===== src/rtl/alu_apb_master.sv =====
// alu_apb_master
//   Turns single read/write commands (valid/ready) into one APB transfer each
//   (SETUP then ACCESS). It waits through slave wait states and returns the
//   read data and an error flag on a one-cycle rsp_valid strobe.
//
//   Optional feature macro: APB_MASTER_TIMEOUT_EN
//     defined   : a wait counter aborts ACCESS after TIMEOUT_CYCLES cycles
//                 without pready (rsp_err=1)
//     undefined : ACCESS waits forever for pready, and rsp_err is tied to 0
//
// Ports
//   clk, reset_n                 clock, async active-low reset
//   cmd_valid/cmd_ready          command handshake
//   cmd_write/cmd_addr/cmd_wdata command payload
//   rsp_valid/rsp_rdata/rsp_err  completion strobe, read data, abort flag
//   psel/penable/paddr/pwrite/pwdata/prdata/pready  APB master side
module alu_apb_master #(
  parameter int ADDR_W         = 32,
  parameter int DATA_W         = 32,
  parameter int TIMEOUT_CYCLES = 16
) (
  input  logic              clk,
  input  logic              reset_n,
  input  logic              cmd_valid,
  output logic              cmd_ready,
  input  logic              cmd_write,
  input  logic [ADDR_W-1:0] cmd_addr,
  input  logic [DATA_W-1:0] cmd_wdata,
  output logic              rsp_valid,
  output logic [DATA_W-1:0] rsp_rdata,
  output logic              rsp_err,
  output logic              psel,
  output logic              penable,
  output logic [ADDR_W-1:0] paddr,
  output logic              pwrite,
  output logic [DATA_W-1:0] pwdata,
  input  logic [DATA_W-1:0] prdata,
  input  logic              pready
);

  typedef enum logic [1:0] {IDLE, SETUP, ACCESS} state_t;
  state_t state;
  logic   accept;

  // An illegal timeout would make the abort compare meaningless.
  if (TIMEOUT_CYCLES < 2) begin : g_bad_timeout
    $error("alu_apb_master: TIMEOUT_CYCLES must be >= 2");
  end

  // Blocking while rsp_valid is high forces one psel=0 cycle between
  // transfers, so the slave always sees its idle state.
  assign cmd_ready = (state == IDLE) && !rsp_valid;
  assign accept    = cmd_valid && cmd_ready;

`ifdef APB_MASTER_TIMEOUT_EN
  localparam int CNT_W = $clog2(TIMEOUT_CYCLES) + 1;
  logic [CNT_W-1:0] wait_cnt;
  logic             timeout_hit;

  // wait_cnt holds the number of ACCESS edges already spent waiting. The
  // edge that would complete the TIMEOUT_CYCLES-th one aborts.
  assign timeout_hit = (wait_cnt == CNT_W'(TIMEOUT_CYCLES - 1));
`else
  assign rsp_err = 1'b0;
`endif

  always_ff @(posedge clk or negedge reset_n) begin
    if (!reset_n) begin
      state     <= IDLE;
      psel      <= 1'b0;
      penable   <= 1'b0;
      paddr     <= '0;
      pwrite    <= 1'b0;
      pwdata    <= '0;
      rsp_valid <= 1'b0;
      rsp_rdata <= '0;
`ifdef APB_MASTER_TIMEOUT_EN
      rsp_err   <= 1'b0;
      wait_cnt  <= '0;
`endif
    end else begin
      rsp_valid <= 1'b0;
      case (state)
        IDLE: begin
          if (accept) begin
            state   <= SETUP;
            psel    <= 1'b1;
            penable <= 1'b0;
            paddr   <= cmd_addr;
            pwrite  <= cmd_write;
            pwdata  <= cmd_write ? cmd_wdata : '0;
`ifdef APB_MASTER_TIMEOUT_EN
            wait_cnt <= '0;
`endif
          end
        end
        SETUP: begin
          // pready is deliberately not looked at here.
          state   <= ACCESS;
          penable <= 1'b1;
        end
        ACCESS: begin
          if (pready) begin
            // Normal completion also wins on the timeout edge.
            state     <= IDLE;
            psel      <= 1'b0;
            penable   <= 1'b0;
            rsp_valid <= 1'b1;
            rsp_rdata <= pwrite ? '0 : prdata;
`ifdef APB_MASTER_TIMEOUT_EN
            rsp_err   <= 1'b0;
          end else if (timeout_hit) begin
            state     <= IDLE;
            psel      <= 1'b0;
            penable   <= 1'b0;
            rsp_valid <= 1'b1;
            rsp_rdata <= '0;
            rsp_err   <= 1'b1;
          end else begin
            wait_cnt  <= wait_cnt + CNT_W'(1);
`endif
          end
        end
        default: state <= IDLE;
      endcase
    end
  end

endmodule


===== config.mk =====
export PLATFORM = sky130hd
export DESIGN_NAME = alu_apb_master
export DESIGN_NICKNAME = d
export VERILOG_FILES = /design/src/rtl/alu_apb_master.sv
export SDC_FILE = /design/constraint.sdc
export NUM_CORES = 1
export LEC_CHECK = 0
export BUFFER_PORTS_ARGS = -buffer_cell sky130_fd_sc_hd__buf_2
export CORE_UTILIZATION = 42
export DETAILED_ROUTE_END_ITERATION = 8
export GPL_ROUTABILITY_DRIVEN = 1
export PLACE_DENSITY = 0.84
export RECOVER_POWER = 25
export REMOVE_ABC_BUFFERS = 1
export SLEW_MARGIN = 15
export SYNTH_ARGS = -nofsm -noshare
export SYNTH_HDL_FRONTEND = slang
export SYNTH_SLANG_ARGS = --single-unit

===== constraint.sdc =====
create_clock -name clk -period 1.5 [get_ports clk]
set_input_delay 0 -clock clk [delete_from_list [all_inputs] [get_ports clk]]
set_output_delay 0 -clock clk [all_outputs]
set_load 0.005 [all_outputs]

Yosys cells after proc, flatten, opt, wreduce, memory -nomap -nowiden
Index checks and enable logic that the tools add are counted.

Logic and storage cells: 35. Flip-flop bits (word level): 102. Bits of input ports: 101.

Eq/ne operators: 4. Muxes and demuxes: 12. Reduce and logical (&&, ||, !) cells: 11.

Operators with widths (number): $mux 32 (2); $pmux 2 s3 (1); $reduce_and 2->1 (3); $reduce_and 3->1 (2); $mux 1 (5); $mux 2 (2); $ne 2x2->1 const B (2); $pmux 1 s3 (1); $reduce_bool 3->1 (1); $eq 2x1->1 const B (1); $eq 2x2->1 const B (1); $logic_and 1x1->1 (2); $logic_not 2->1 (1); $pmux 1 s2 (1); $reduce_bool 2->1 (1); $logic_not 1->1 (1).

Depth between registers and ports, before layout
Depth after elaboration: 5. Depth in mapped cells: 4. Depth with buffers taken out: 2.

Worst setup path before layout
OpenSTA, ideal clock, no wires.

Path type: register to register. From: reg state[0]. To: reg paddr[10]. Data arrival time: 1.345 ns. Path slack: 0.030 ns. Buffers on the path: 1. Period minus slack after synthesis: 1.470 ns. Cell stages (with the launch flop): 4. Cells stage by stage: dfrtp_1 nor4b_4 buf_2 mux2_2.

Cells in the longest elaborated chain, start to end: 4.

Ends and longest elaborated chain: start: declaration (line 42) `state_t state;`; start signal: assignment (line 69) `state <= IDLE;`; start signal: assignment (line 86) `state <= SETUP;`; start signal: assignment (line 99) `state <= ACCESS;`; $logic_not 2->1 * (line 52, 83); $logic_and 1x1->1 (line 52) `assign cmd_ready = (state == IDLE) && !rsp_valid;`; $logic_and 1x1->1 (line 53) `assign accept = cmd_valid && cmd_ready;`; $reduce_and 2->1 (no line) *; end signal: assignment (line 89) `paddr <= cmd_addr;`; end: declaration (line 34) `output logic [ADDR_W-1:0] paddr,`.

Every way passes the cells marked *; elsewhere a longest branch is shown, timed or not. A chain may end at the register's enable or synchronous reset.

Worst setup path in the final report
From: reg state[0]. To: reg rsp_rdata[30].

Cells in the longest elaborated chain, start to end: 2.

Ends and longest elaborated chain: $eq 2x2->1 (line 83) `case (state)`; $reduce_and 2->1 (no line); end signal: assignment (line 109) `rsp_rdata <= pwrite ? '0 : prdata;`; end: declaration (line 30) `output logic [DATA_W-1:0] rsp_rdata,`.

Every way passes these cells.

==> out/qor.yml <==
run_status:
  status: "finished with violations"
  violations: "negative setup slack"
logic_synthesis:
  synthMuxAreaShare: 0.2488
  syn_inst: 325
  synth_compound_area_frac: 0.004734
  synthAdderAreaFrac: 0
  synth_simple_gate_area_frac: 0.08757
  netlist_area_mm2: 0.004229
  ys_seq_area_frac: 0.6036
  yosys.area_share.xor_xnor: 0
  synth.avg_cell_area_um2: 13.01
  synth_top_family_by_area: "multiplexers"
  ys_ff_latch: 102
  synth_warnings: 0
  yosysUniqueCellTypes: 19
timing:
  min_period_ps: 1578
  relSlewSlack: 0.4337
  worst_pin_slew_ps: 849.5
  maxSlewViolCount: 0
  final.setup_skew_ps: 9.414
  finalWorstSetupSlack_ps: -78.01
  hold_violations: 0
  fmax_mhz: 633.7
  rsz0062_at_grt: "yes"
  fin_tns_setup_ps: -2397
  setup_viol: 67
  fin_crit_sh: 1.052
grt:
  antenna_found_initial: 0
  use_met3: 0.05062
  met2_usage: 0.4130
  grt_start_max_net_pins: 49
  top_usage_layer: "met2"
  globalRouteMet1Util: 0.2414
  grt_pass1_wl_um: 17570
  grt_usage: 0.2254
  grt_pass1_vias: 3698
  grt_overflow: 0
clock_network:
  clockRootBuffer: "clkbuf_8"
  htreeDepth: 3
  cts.sink_count: 102
  cts-buffers-inserted: 9
  clock_path_buffers: 2
  cts.reportedPaths.clkPinSlew_ps: 90
  cts_tree: "done"
  clock_latency_ps: 360
place:
  gp_congestion: 0.7576
  place_hpwl_um: 6690
  portBuffers: 201
  dp_cells: 650
floorplanning:
  die_h_um: 102.3
  core_area_mm2: 0.009774
  start_util: 0.4327
  boundaryPins: 203
  dieArea_mm2: 0.01047
  die_w_um: 102.3
  row_count: 36
worst_setup_path:
  crit_chain: "buf_6 > and3b_2 > buf_12 > clkbuf_16 > mux2_4"
  cp_data_arrival_time_ps: 1820
  cpPeakStageDelay_ps: 430
  path_class: "reg -> reg"
  crit_buf_inv: 3
  cp-start-kind: "flop"
  critPathSlowestCell: "dfrtp_1"
  crit_fanout: 5
  crit_path_end_kind: "flop"
  cp_top_family: "flip-flops"
  worstPathRequired_ps: 1750
final_layout:
  drive_gt1_frac: 0.4790
  area_growth_pct: 65.15
  final_cells: 776
  antenna_cells: 0
  nets: 739
run:
  maxCapViolCount: 0
detailed_routing:
  drtIter0Drc: 90
  wire_per_inst_um: 16.43
  via_per_inst: 4.659
  drcViolationCount: 0
  wirelength_um: 12750
  firstDrtPassIters: 4
  via_count: 3615
  ant_nets: 0
worst_hold_path:
  holdCritPathClass: "in -> reg"
power_and_ir_drop:
  ir_drop_mv: 0.8049
  power_density_mw_per_mm2: 1699
  cellLeakagePower_uw: 0.003550
## cell usage after synthesis, drive strengths merged
cell | number | share of area
dfrtp | 102 | 0.60
buf | 12 | 0.018
mux2i | 32 | 0.076
nor2b | 32 | 0.047
nor4b | 1 | 0.0056
a211oi | 1 | 0.0018
nor3 | 1 | 0.0012
clkbuf | 7 | 0.0062
inv | 34 | 0.030
conb | 1 | 0.00089
and3b | 1 | 0.0021
nand2 | 32 | 0.028
o21ai | 1 | 0.0012
o21bai | 1 | 0.0018
nand2b | 2 | 0.0030
mux2 | 65 | 0.17
## path summary, 6_finish.rpt
check                                from       endpoint  slack (ps)  cells past startpoint
worst max-delay path             state[0]  rsp_rdata[30]         -80                      5
worst min-delay path            prdata[9]   rsp_rdata[9]          30                      3
worst max register to register   state[0]  rsp_rdata[30]         -80                      5
worst min register to register   paddr[8]       paddr[8]         500                      1
max in group asynchronous         reset_n     pwdata[20]         350                      3
min in group asynchronous         reset_n  rsp_rdata[21]         270                      2
## placed cells by master (no fill, tap or decap), types with 3 or more instances in the layout
cell type and instances:
mux2i_1 31, dlygate4sd3_1 93, clkbuf_8 10, buf_4 7, buf_6 3, nand2_1 32
inv_1 34, mux2_4 32, clkbuf_16 4, dfrtp_1 102, buf_12 7, mux2_2 31
buf_2 200, nor2b_1 32
## sequential cells by signal (all words and copies together) (netlist names)
name / cells
paddr: 32
psel: 1
penable: 1
rsp_valid: 1
state: 2
rsp_rdata: 32
pwdata: 32
pwrite: 1
## cells by family after synthesis
kind of cell | count (synthesis)
other | 1
DFF | 102
and+or+nand+nor | 69
AOI/OAI and AO/OA | 3
buffers and inverters | 53
muxes | 97
## worst reg2reg max path, cell delays in order (launching register included)
cell and delay (ps):
dfrtp_1 430, buf_6 130, and3b_2 320, buf_12 140, clkbuf_16 150, mux2_4 290
## area by class of cell
| type | count | area, um2 |
|---|---|---|
| Fill cell | 652 | 2790 |
| Sequential cell | 102 | 2552 |
| Timing Repair Buffer | 321 | 2357 |
| Multi-Input combinational cell | 170 | 1580 |
| Tap cell | 133 | 166.4 |
| Clock buffer | 11 | 141.4 |
| Inverter | 34 | 127.6 |
| Clock inverter | 5 | 58.81 |
## what timing repair did
item / CTS / global route
resized for setup: 3 / 39
gates cloned: 2 / 6
pin swaps: 1 / 1
endpoints found under the setup margin: 59 / 87
endpoints found under the hold margin: 194 / 0
setup buffers: 3 / 6
hold buffers: 93 / 0
## metal layers
metal  vias up  part of all wire
met4         0             0.025
met3        28             0.052
met2       157              0.54
li1       1670                 -
met1      1760              0.39
met5         -                 0
## stage by stage
step | util | instance area, um2 | hold WS, ps | total power, uW | setup slack [ps]
after floorplan | - | 4126 | -295.6 | 6829 | -2141
after global placement | 0.5565 | 5439 | -28.14 | 8701 | -34.26
after detailed placement | 0.5565 | 5439 | -25.72 | 8967 | -97.99
after CTS | 0.6805 | 6651 | 1.208 | 11130 | -75.55
after global routing | 0.7145 | 6984 | 10.04 | 12600 | -146.5
final | 0.7145 | 6984 | 26.76 | 11860 | -78.01
## power breakdown
part | internal [uW] | switching [uW]
Sequential | 4030 | 758
Combinational | 3120 | 2200
Clock | 818 | 933
Total | 7970 | 3890
No activity file was read; power rests on OpenSTA's default activity.
